**src/rtl/seq_restoring_divider.sv**
```systemverilog
// Purpose: unsigned restoring divider, one trial subtraction per clock, start/done handshake.
// Latency: WIDTH+1 cycles from accepting edge to done (1 cycle when divisor is zero).
// Backpressure: start is ignored while an operation runs; a start in the FIN cycle is accepted.
module seq_restoring_divider #(
    parameter int WIDTH = 4
) (
    input  logic             clk,
    input  logic             rst_n,
    input  logic             start,
    input  logic [WIDTH-1:0] dividend,
    input  logic [WIDTH-1:0] divisor,
    output logic             busy,
    output logic             done,
    output logic [WIDTH-1:0] quotient,
    output logic [WIDTH-1:0] remainder,
    output logic             div_by_zero
);

    localparam int CW = $clog2(WIDTH);
    localparam logic [CW-1:0] LAST_STEP = CW'(WIDTH - 1);

    typedef enum logic [1:0] {
        S_IDLE = 2'd0,
        S_RUN  = 2'd1,
        S_FIN  = 2'd2
    } state_t;

    state_t           state;
    logic [WIDTH-1:0] dvs_q;     // latched divisor
    logic [WIDTH-1:0] rem_q;     // partial remainder; always < divisor so WIDTH bits hold it
    logic [WIDTH-1:0] quo_q;     // dividend shifts out the top, quotient bits shift in
    logic [CW-1:0]    step_q;
    logic             dz_q;      // result being assembled is a divide-by-zero

    logic [WIDTH:0]   trial;
    logic [WIDTH:0]   diff;
    logic             accept;

    // Shift next dividend bit into the remainder and try subtracting the divisor;
    // the top bit of the WIDTH+1-bit difference is the borrow.
    assign trial  = {rem_q, quo_q[WIDTH-1]};
    assign diff   = trial + {1'b1, ~dvs_q} + {{WIDTH{1'b0}}, 1'b1};
    assign accept = start && ((state == S_IDLE) || (state == S_FIN));

    // Control FSM, datapath and registered outputs; outputs lag state by one edge.
    always_ff @(posedge clk) begin
        if (!rst_n) begin
            state       <= S_IDLE;
            dvs_q       <= '0;
            rem_q       <= '0;
            quo_q       <= '0;
            step_q      <= '0;
            dz_q        <= 1'b0;
            busy        <= 1'b0;
            done        <= 1'b0;
            quotient    <= '0;
            remainder   <= '0;
            div_by_zero <= 1'b0;
        end else begin
            busy <= (state == S_RUN);
            done <= (state == S_FIN);
            if (state == S_FIN) begin
                quotient    <= quo_q;
                remainder   <= rem_q;
                div_by_zero <= dz_q;
            end

            case (state)
                S_IDLE, S_FIN: begin
                    if (accept) begin
                        if (divisor != '0) begin
                            dvs_q  <= divisor;
                            rem_q  <= '0;
                            quo_q  <= dividend;
                            step_q <= '0;
                            dz_q   <= 1'b0;
                            state  <= S_RUN;
                        end else begin
                            // Divide-by-zero skips iteration: quotient saturates, dividend passes through.
                            rem_q <= dividend;
                            quo_q <= '1;
                            dz_q  <= 1'b1;
                            state <= S_FIN;
                        end
                    end else begin
                        state <= S_IDLE;
                    end
                end
                S_RUN: begin
                    if (!diff[WIDTH]) begin
                        rem_q <= diff[WIDTH-1:0];
                        quo_q <= {quo_q[WIDTH-2:0], 1'b1};
                    end else begin
                        rem_q <= trial[WIDTH-1:0];
                        quo_q <= {quo_q[WIDTH-2:0], 1'b0};
                    end
                    step_q <= step_q + CW'(1);
                    if (step_q == LAST_STEP) begin
                        state <= S_FIN;
                    end
                end
                default: state <= S_IDLE;
            endcase
        end
    end

endmodule

```
**config.mk**
```make
export PLATFORM = sky130hd
export DESIGN_NAME = seq_restoring_divider
export DESIGN_NICKNAME = d
export VERILOG_FILES = /design/src/rtl/seq_restoring_divider.sv
export SDC_FILE = /design/constraint.sdc
export NUM_CORES = 1
export LEC_CHECK = 0
export BUFFER_PORTS_ARGS = -buffer_cell sky130_fd_sc_hd__buf_2
export CORE_ASPECT_RATIO = 1.4
export CORE_MARGIN = 10
export CORE_UTILIZATION = 41
export CTS_BUF_LIST = sky130_fd_sc_hd__clkbuf_4
export DETAILED_ROUTE_END_ITERATION = 8
export PLACE_DENSITY_LB_ADDON = 0.12
export SLEW_MARGIN = 20
export SYNTH_ARGS = -nofsm -noshare
export SYNTH_HDL_FRONTEND = slang
export SYNTH_SLANG_ARGS = --single-unit
```
**constraint.sdc**
```tcl
create_clock -name clk -period 1.95 [get_ports clk]
set_clock_uncertainty 0.1 [all_clocks]
set_input_delay 0.39 -clock clk [delete_from_list [all_inputs] [get_ports clk]]
set_output_delay 0.39 -clock clk [all_outputs]
set_load 0.02 [all_outputs]
```
; ---- Yosys cells after proc, flatten, opt, wreduce, memory -nomap -nowiden
; Cells that the tools add are included.
[word_totals]
regBits = 28
output_inout_bits = 11
elab_cells = 47
[op_classes]
add_sub_neg = 3
eq_ne = 6
muxes = 16
bitwise = 1
reduce_logical = 10
[ops]
columns = operator, n
row1 = two-way mux 4 bit, 5
row2 = one-hot mux 4 bit (2 select lines), 2
row3 = two-way mux 2 bit, 5
row4 = one-hot mux 2 bit (2 select lines), 2
row5 = AND reduction 3 bit, 2
row6 = adder 5 x 1 -> 5 bit (second input constant), 1
row7 = adder 5 bit, 1
row8 = equality test 2 bit (second input constant), 2
row9 = inequality test 2 bit (second input constant), 2
row10 = inverter 4 bit, 1
row11 = AND reduction 2 bit, 2
row12 = nonzero test 4 bit, 1
row13 = adder 2 x 1 -> 2 bit (second input constant), 1
row14 = equality test 2 x 1 -> 1 bit (second input constant), 1
row15 = logical NOT 2 bit, 1
row16 = two-way mux 1 bit, 2
row17 = inequality test 2 x 1 -> 1 bit (second input constant), 1
row18 = nonzero test 2 bit, 1
row19 = OR reduction 2 bit, 1
row20 = logical AND 1 bit, 1
row21 = logical OR 1 bit, 1

; ---- Logic depth before layout (Yosys ltp)
; Gate-level depths: netlist of the first run.
[logic_depth]
word_depth = 5
depth_mapped = 8
mapped_depth_nobuf = 8

; ---- Worst setup path before layout of the first run
; Ideal clock, no wire load.
[synth_path]
path_type = reg-to-reg
from = register quo_q[3]
to = register rem_q[2]
arrival_time_ns = 1.872
t_required_ns = 1.715
path_slack_ns = -0.157
path_stages_with_launch = 9
path_buffers = 0
period_less_slack_ns = 2.107
cell_sequence = dfxtp_1 -> inv_1 -> ha_1 -> fa_1 -> nand2b_2 -> a21oi_4 -> xor2_4 -> mux2i_1 -> a211oi_2
[synth_between]
elab_chain_cells = 4
[synth_lines]
columns = item, line_no
row1 = from (decl), 31  ; logic [WIDTH-1:0] quo_q;
row2 = from (signal assigned), 74  ; quo_q <= dividend;
row3 = from (signal assigned), 92  ; quo_q <= {quo_q[WIDTH-2:0], 1'b1};
row4 = from (signal assigned), 95  ; quo_q <= {quo_q[WIDTH-2:0], 1'b0};
row5 = adder 5 bit, 42  ; assign diff = trial + {1'b1, ~dvs_q} + {{WIDTH{1'b0}}, 1'b1};
row6 = adder 5 x 1 -> 5 bit, 42
row7 = two-way mux 4 bit, 90  ; if (!diff[WIDTH]) begin
row8 = one-hot mux 4 bit (2 select lines), 68  ; case (state)
row9 = to (signal assigned), 80  ; rem_q <= dividend;
row10 = to (signal assigned), 91  ; rem_q <= diff[WIDTH-1:0];
row11 = to (signal assigned), 94  ; rem_q <= trial[WIDTH-1:0];
row12 = to (decl), 30  ; logic [WIDTH-1:0] rem_q;
; Every way passes these cells.
; A chain may end at the register's enable or synchronous reset.

; ---- Final worst setup path of the first run
; Same ends and word-level chain as after synthesis.

==> results.py, run 1 <==
metrics = {
    "run_status": {
        "outcome": "complete, but fails checks",
        "violations": "setup timing",
    },
    "power": {
        "p_sw_frac": 0.300,
        "p_per_area_nw_per_um2": 747,
        "power_frac_seq": 0.521,
        "combPwrFrac": 0.276,
        "p_int_mw": 0.846,
        "clkPwrFrac": 0.203,
        "p_switching_mw": 0.363,
        "power_mw": 1.21,
        "vdd.ir_drop.worst_v": 0.000411,
        "leakagePower_nw": 0.668,
    },
    "layout": {
        "diodes": 0,
        "drive_gt1_frac": 0.263,
        "fin_nets": 197,
        "syn2layout_area_growth_pct": 18.9,
        "n_fill_cell": 319,
        "fin_cells": 218,
    },
    "detailed_routing": {
        "drc": 0,
        "routedWlPerCell_um": 14.1,
        "dr_total_vias": 1142,
        "dr.pass1.iters": 4,
        "totalWireLength_mm": 3.08,
        "vias_per_cell": 5.24,
        "first_iter_violations": 38,
        "antenna_left": 0,
    },
    "yosys": {
        "avgSynthCellArea_sq_um": 9.02,
        "syn-cell-area_sq_um": 1360,
        "synth_ff_type": "dfxtp_1",
        "synth_warnings": 0,
        "postSynthCellCount": 151,
        "synth-edff-count": 0,
        "async_flop_share": 0,
        "ys_types": 32,
        "ys_seq_elements": 28,
        "syn_nets": 168,
        "ys_seq_area_frac": 0.412,
    },
    "floorplanning": {
        "die_w_um": 68.7,
        "core_sq_um": 3150,
        "start_util": 0.432,
        "die_h_um": 88.2,
        "die_area_sq_um": 6060,
        "rows": 24,
        "io_pins": 22,
    },
    "critical_path": {
        "cp.required_ns": 2.08,
        "endpoint_kind": "register",
        "path_class": "reg -> reg",
        "ff2ff_setup_slack_ns": -0.08,
        "crit_fanout": 4,
        "start_kind": "register",
        "crit_arrival_ns": 2.16,
    },
    "grt": {
        "grt_pass1_wl_mm": 5.18,
        "grt_max_degree": 29,
        "grt_usage": 0.108,
        "overflow": 0,
        "grt_pass1_vias": 1121,
        "antenna_found_initial": 0,
    },
    "placed_design": {
        "dpl.hpwl_mm": 2.38,
        "pre_cts_ws_ns": -0.0955,
        "portBuffers": 21,
        "placed_cells_incl_taps": 212,
        "gp_congestion": 0.801,
    },
    "sta": {
        "fin_crit_ns": 2.03,
        "worstMarginPinSlew_ns": 0.587,
        "rsz0062_at_grt": "yes",
        "relSlewSlack": 0.608,
        "fmax_mhz": 493,
        "period_share": 1.04,
        "fin_ws_ns": -0.0793,
        "slew_violations": 0,
        "hold_ws_ns": 0.286,
        "finalSetupViolations": 5,
        "finalHoldViolCount": 0,
    },
    "hold_path": {
        "hp-class": "in -> reg",
    },
    "cts": {
        "clkTransAtPathRegs_ns": 0.15,
        "worstSkewPairLatency_ns": 0.33,
        "cts_buffers": 3,
        "cts_tree": "done",
        "cts.sinks": 28,
        "h-tree-depth": 1,
        "root_buffer": "clkbuf_4",
        "clockBufferDepth": 2,
    },
    "run": {
        "drv_cap": 0,
    },
}
-- state kept, by name (all words and copies together), names as in the netlist --
signal       cells
dz_q             1
quo_q            4
div_by_zero      1
step_q           2
remainder        4
rem_q            4
quotient         4
busy             1
state            2
dvs_q            4
done             1
-- critical path, cell delays in order, from the launching register on --
cell and delay [ns]:
dfxtp_2 0.36, inv_2 0.04, ha_4 0.15, fa_2 0.34, nand2b_4 0.16, a21oi_4 0.21, xor2_4 0.24, mux2i_2 0.24
a211oi_2 0.09
-- Yosys cell counts (2+ instances only) --
master,count,area share
clkbuf_1,8,0.022
a21boi_1,7,0.039
inv_1,5,0.014
mux2i_1,4,0.029
a31oi_1,2,0.0092
o21ai_1,3,0.011
nand2b_1,4,0.018
a21boi_0,9,0.050
and2_1,4,0.018
dfxtp_1,28,0.41
a22oi_1,4,0.022
ha_1,5,0.046
nor2_1,2,0.0055
nand2_1,32,0.088
nor2b_1,7,0.032
o221ai_1,3,0.019
nand3_1,5,0.018
a21oi_1,5,0.018
-- metrics by stage --
step / setup TNS, ns / utilization / area, sq um
2_1_floorplan: -0.0503 / - / 1380
3_3_place_gp: -0.104 / 0.499 / 1570
3_5_place_dp: -0.277 / 0.499 / 1570
4_1_cts: -0.212 / 0.508 / 1600
5_1_grt: -0.584 / 0.513 / 1620
6_report: -0.243 / 0.513 / 1620
-- layout by cell type, fill, tap and decap left out, drive strengths merged --
cell     n
o31ai    1
dfxtp   28
a21boi  16
xor2     2
nor2b    7
mux2     1
nand3    5
a21oi    6
fa       1
inv      5
xnor2    1
nor4     1
o311ai   1
clkbuf   3
mux2i    4
o21ai    4
o211a    1
a31oi    2
ha       5
buf     33
a211oi   1
nor2     2
and2     4
clkinv   1
o221ai   3
nand2   32
a22oi    4
nand2b   5
-- per-layer routing --
metal | vias up | GRT usage | part of all wire
met5 | - | 0 | 0
li1 | 571 | - | -
met4 | 0 | 0.0378 | 0.0091
met2 | 27 | 0.189 | 0.51
met1 | 542 | 0.124 | 0.43
met3 | 2 | 0.0230 | 0.051
-- logic make-up (layout without fill, tap and decap cells) --
group                    Yosys count  in the layout  synth area share
AO/OA/AOI/OAI                     39             39             0.212
XOR/XNOR                           3              3            0.0331
adder cells (fa/ha/maj)            6              6            0.0607
buffers and inverters             14             42            0.0414
flip-flops                        28             28             0.412
multiplexers                       5              5            0.0377
AND/OR/NAND/NOR                   56             56             0.203
-- repair_timing --
action,4_1_cts,5_1_grt
gates resized for setup,0,1
buffers inserted,0,2
endpoints found under the setup margin,4,5
endpoints found under the hold margin,0,0
hold buffers,0,0
pin swaps,3,0
-- layout make-up --
type / count / area, sq um / share of cell area
Clock buffer: 3 / 22.5 / 0.0139
Clock inverter: 1 / 3.75 / 0.00232
Multi-Input combinational cell: 109 / 768 / 0.474
Inverter: 5 / 18.8 / 0.0116
Timing Repair Buffer: 33 / 195 / 0.121
Sequential cell: 28 / 562 / 0.347
Tap cell: 39 / 48.8 / 0.0301
-- final timing paths --
| kind | startpoint | end | cells past startpoint |
|---|---|---|---|
| min | divisor[2] | dvs_q[2] | 3 |
| max reg2reg | quo_q[3] | rem_q[2] | 8 |
| min reg2reg | quotient[2] | quotient[2] | 2 |
| max | quo_q[3] | rem_q[2] | 8 |
-- power groups by stage --
stage               registers, mW  logic [mW]  clock network [mW]
floorplan                   0.639       0.226                   0
global placement            0.641       0.308                   0
detailed placement          0.642       0.313                   0
CTS                         0.629       0.314               0.258
global route                0.634       0.364               0.273
finish                      0.630       0.334               0.245
No activity file was read; power rests on OpenSTA's default activity.
==> inputs of run 2 (changes only) <==
Settings changed: PLACE_DENSITY from default to 0.67, PLACE_DENSITY_LB_ADDON 0.12 to default.
==> results.py, run 2 (synthesis results as in run 1) <==
metrics = {
    "run_status": {
        "outcome": "complete, but fails checks",
        "violations": "setup timing",
    },
    "critical_path": {
        "start_kind": "register",
        "crit_arrival_ns": 2.23,
        "path_class": "reg -> reg",
        "ff2ff_setup_slack_ns": -0.1,
        "endpoint_kind": "register",
        "crit_fanout": 3,
        "r2r-start": "quo_q[3]",
        "startpoint": "quo_q[3]",
        "cp.required_ns": 2.13,
    },
    "layout": {
        "final_cell_mix": "nand2_1, dfxtp_1, buf_2, buf_4, a21boi_0",
        "syn2layout_area_growth_pct": 19.2,
        "design_area_sq_um": 1620,
        "final_core_util": 0.515,
        "diodes": 0,
        "layout_commonest_cell": "nand2_1",
        "fin_nets": 196,
        "fin_cells": 217,
        "drive_gt1_frac": 0.270,
        "n_fill_cell": 324,
    },
    "grt": {
        "antenna_found_initial": 0,
        "overflow": 0,
        "grt_pass1_wl_mm": 5.12,
        "grt_max_degree": 29,
        "grt_pass1_vias": 1162,
        "grt_usage": 0.109,
    },
    "cts": {
        "clkTransAtPathRegs_ns": 0.15,
        "cts_buffers": 3,
        "clockBufferDepth": 2,
        "h-tree-depth": 1,
        "root_buffer": "clkbuf_4",
        "cts_tree": "done",
        "worstSkewPairLatency_ns": 0.34,
        "cts_hold_buf": 0,
        "cts.sinks": 28,
    },
    "placed_design": {
        "dpl.hpwl_mm": 2.42,
        "pre_cts_ws_ns": -0.121,
        "place_area_sq_um": 1570,
        "portBuffers": 21,
        "placed_cells_incl_taps": 212,
        "gp_congestion": 0.757,
    },
    "detailed_routing": {
        "dr_total_vias": 1149,
        "first_iter_violations": 47,
        "drc": 0,
        "antenna_left": 0,
        "totalWireLength_mm": 3.12,
        "routedWlPerCell_um": 14.4,
        "vias_per_cell": 5.29,
        "dr.pass1.iters": 4,
    },
    "sta": {
        "period_share": 1.05,
        "rsz0062_at_grt": "yes",
        "relSlewSlack": 0.604,
        "fin_crit_ns": 2.05,
        "fmax_mhz": 488,
        "worstMarginPinSlew_ns": 0.592,
        "finalHoldViolCount": 0,
        "finalSetupViolations": 5,
        "slew_violations": 0,
        "hold_ws_ns": 0.259,
        "fin_ws_ns": -0.0971,
    },
    "run": {
        "drv_cap": 0,
    },
    "floorplanning": {
        "die_area_sq_um": 6060,
        "rows": 24,
        "core_sq_um": 3150,
        "die_w_um": 68.7,
        "start_util": 0.432,
        "io_pins": 22,
        "die_h_um": 88.2,
    },
    "power": {
        "p_per_area_nw_per_um2": 754,
        "leakagePower_nw": 0.661,
        "vdd.ir_drop.worst_v": 0.000506,
    },
    "hold_path": {
        "hp-class": "in -> reg",
        "hp-start": "dividend[0]",
    },
}
## run 2: cell types whose count changed in the layout (fill, tap and decap cells not counted), sizes merged
cell / change
buf: -1
## run 2: layer usage
layer  GRT usage  vias up  wire length (um)
met5           0        -                 0
met4      0.0504        0                61
met2       0.194       34              1620
met3      0.0230        5               195
met1       0.117      540              1240
li1            -      570                 -
## run 2: repair_timing
action,4_1_cts,5_1_grt
setup buffers,1,0
pin swaps,3,0
gates resized for setup,0,3
endpoints found under the setup margin,5,5
## run 2: stage by stage
stage	setup TNS [ns]	total power, mW
after global placement	-0.100	0.944
after floorplan	-0.0503	0.865
after CTS	-0.394	1.22
final	-0.382	1.22
after global routing	-0.806	1.28
after detailed placement	-0.401	0.957
## run 2: cell type report
type	count	area [sq um]	area share
clock buffers	3	22.5	0.0139
clock inverters	1	3.75	0.00231
inverters	5	18.8	0.0116
multi-input cells	109	779	0.480
flip-flops and latches	28	562	0.346
well taps	39	48.8	0.0301
repair buffers	32	188	0.116
## run 2: worst max-delay path, cell delays in order, from the launching register on
cell and delay, ns:
dfxtp_2 0.36, inv_2 0.04, ha_4 0.15, fa_2 0.33
nand2b_4 0.16, a21oi_4 0.21, buf_4 0.16, mux2i_2 0.21
o311ai_2 0.10, a31oi_1 0.16
## run 2: worst paths after layout
path,cells past startpoint,to
hold reg to reg,2,div_by_zero
setup / recovery,9,rem_q[1]
setup reg to reg,9,rem_q[1]
hold / removal,3,quo_q[0]
## run 2: power breakdown
group	leakage, nW	internal, mW	switching [mW]
Sequential	0.229	0.602	0.0302
Clock	0.0154	0.0755	0.175
Combinational	0.416	0.170	0.171
==> inputs of run 3 (changes only) <==
Settings changed: PLACE_DENSITY 0.67 to 0.65.
Clock period 1.95 ns to 1.93 ns, I/O delays scaled along.
==> results.py, run 3 (synthesis results as in run 1) <==
metrics = {
    "run_status": {
        "outcome": "complete, but fails checks",
        "violations": "setup timing",
    },
    "hold_path": {
        "hp-start": "dividend[0]",
        "hp-class": "in -> reg",
        "hold_path_end": "quo_q[0]",
        "hold_depth": 3,
    },
    "cts": {
        "cts_tree": "done",
        "cts.sinks": 28,
        "cts_buffers": 3,
        "clkTransAtPathRegs_ns": 0.15,
        "worstSkewPairLatency_ns": 0.33,
        "h-tree-depth": 1,
        "clockBufferDepth": 2,
        "root_buffer": "clkbuf_4",
    },
    "layout": {
        "fin_nets": 199,
        "fin_cells": 220,
        "diodes": 0,
        "syn2layout_area_growth_pct": 20.2,
        "n_fill_cell": 311,
        "final_cell_mix": "nand2_1, dfxtp_1, buf_2, buf_4, a21boi_0",
        "layout_commonest_cell": "nand2_1",
        "drive_gt1_frac": 0.271,
    },
    "detailed_routing": {
        "vias_per_cell": 5.26,
        "dr_total_vias": 1158,
        "dr.pass1.iters": 4,
        "totalWireLength_mm": 3.10,
        "routedWlPerCell_um": 14.1,
        "drc": 0,
        "antenna_left": 0,
        "first_iter_violations": 40,
    },
    "power": {
        "leakagePower_nw": 0.682,
        "power_mw": 1.23,
        "vdd.ir_drop.worst_v": 0.000463,
        "p_per_area_nw_per_um2": 752,
    },
    "placed_design": {
        "pre_cts_ws_ns": -0.121,
        "portBuffers": 21,
        "placed_cells_incl_taps": 213,
        "gp_congestion": 0.746,
        "dpl.hpwl_mm": 2.36,
    },
    "sta": {
        "fin_tns_setup_ns": -0.310,
        "worstMarginPinSlew_ns": 0.643,
        "hold_ws_ns": 0.264,
        "fin_crit_ns": 2.03,
        "rsz0062_at_grt": "yes",
        "slew_violations": 0,
        "finalHoldViolCount": 0,
        "finalSetupViolations": 4,
        "fin_ws_ns": -0.104,
        "fmax_mhz": 492,
        "period_share": 1.05,
        "relSlewSlack": 0.571,
    },
    "run": {
        "drv_cap": 0,
    },
    "critical_path": {
        "endpoint_kind": "register",
        "r2r-start": "quo_q[3]",
        "start_kind": "register",
        "path_class": "reg -> reg",
        "startpoint": "quo_q[3]",
        "reg2reg_depth": 8,
        "ff2ff_setup_slack_ns": -0.10,
        "crit_arrival_ns": 2.16,
        "r2r-end": "rem_q[2]",
        "cp.required_ns": 2.06,
        "crit_fanout": 4,
    },
    "floorplanning": {
        "core_sq_um": 3150,
        "die_area_sq_um": 6060,
        "die_h_um": 88.2,
        "start_util": 0.432,
        "die_w_um": 68.7,
        "rows": 24,
        "io_pins": 22,
    },
    "grt": {
        "overflow": 0,
        "grt_pass1_wl_mm": 4.99,
        "grt_usage": 0.103,
        "antenna_found_initial": 0,
        "grt_pass1_vias": 1166,
        "grt_max_degree": 29,
    },
}
==> run 3: metal layers <==
| layer | wire [um] | vias up | share of wire | GRT usage |
|---|---|---|---|---|
| li1 | - | 576 | - | - |
| met4 | 42 | 0 | 0.014 | 0.0342 |
| met5 | 0 | - | 0 | 0 |
| met1 | 1250 | 554 | 0.40 | 0.113 |
| met2 | 1580 | 23 | 0.51 | 0.183 |
| met3 | 240 | 5 | 0.077 | 0.0294 |
==> run 3: final cells by class <==
class	instances	area (sq um)	share of cell area
well taps	39	48.8	0.0298
flip-flops and latches	28	562	0.343
inverters	5	18.8	0.0115
clock inverters	1	3.75	0.00229
multi-input cells	109	767	0.469
clock buffers	3	22.5	0.0138
repair buffers	35	214	0.131
==> run 3: what timing repair did <==
action	in CTS	in global routing
resized for setup	0	2
hold buffers	0	0
setup endpoints to repair	4	5
pin swaps	3	2
setup buffers	2	1
==> run 3: how the worst max path moves through the flow <==
stage	cells after the start	slack, ns	to
final	8	-0.10	rem_q[2]
after detailed placement	8	-0.12	rem_q[2]
after global placement	8	-0.07	rem_q[2]
after CTS	8	-0.09	rem_q[2]
after floorplan	8	-0.06	rem_q[2]
after global routing	9	-0.22	rem_q[1]
==> run 3: critical path, stage by stage (launching register included) <==
cell and delay, ns:
dfxtp_2 0.36, inv_2 0.05, ha_4 0.16, fa_2 0.33, nand2b_4 0.15, a21oi_4 0.21, xor2_4 0.24, mux2i_1 0.24
a211oi_2 0.09
==> run 3: where the power goes <==
part           switching, mW  leakage, nW  internal [mW]
Combinational          0.168        0.438          0.176
Sequential            0.0283        0.229          0.609
Clock                  0.174       0.0154         0.0761
==> run 3: through the flow <==
stage                     area [sq um]  utilization
after floorplan                   1380            -
after global placement            1580        0.502
after detailed placement          1580        0.502
after CTS                         1620        0.515
after global routing              1640        0.519
final                             1640        0.519
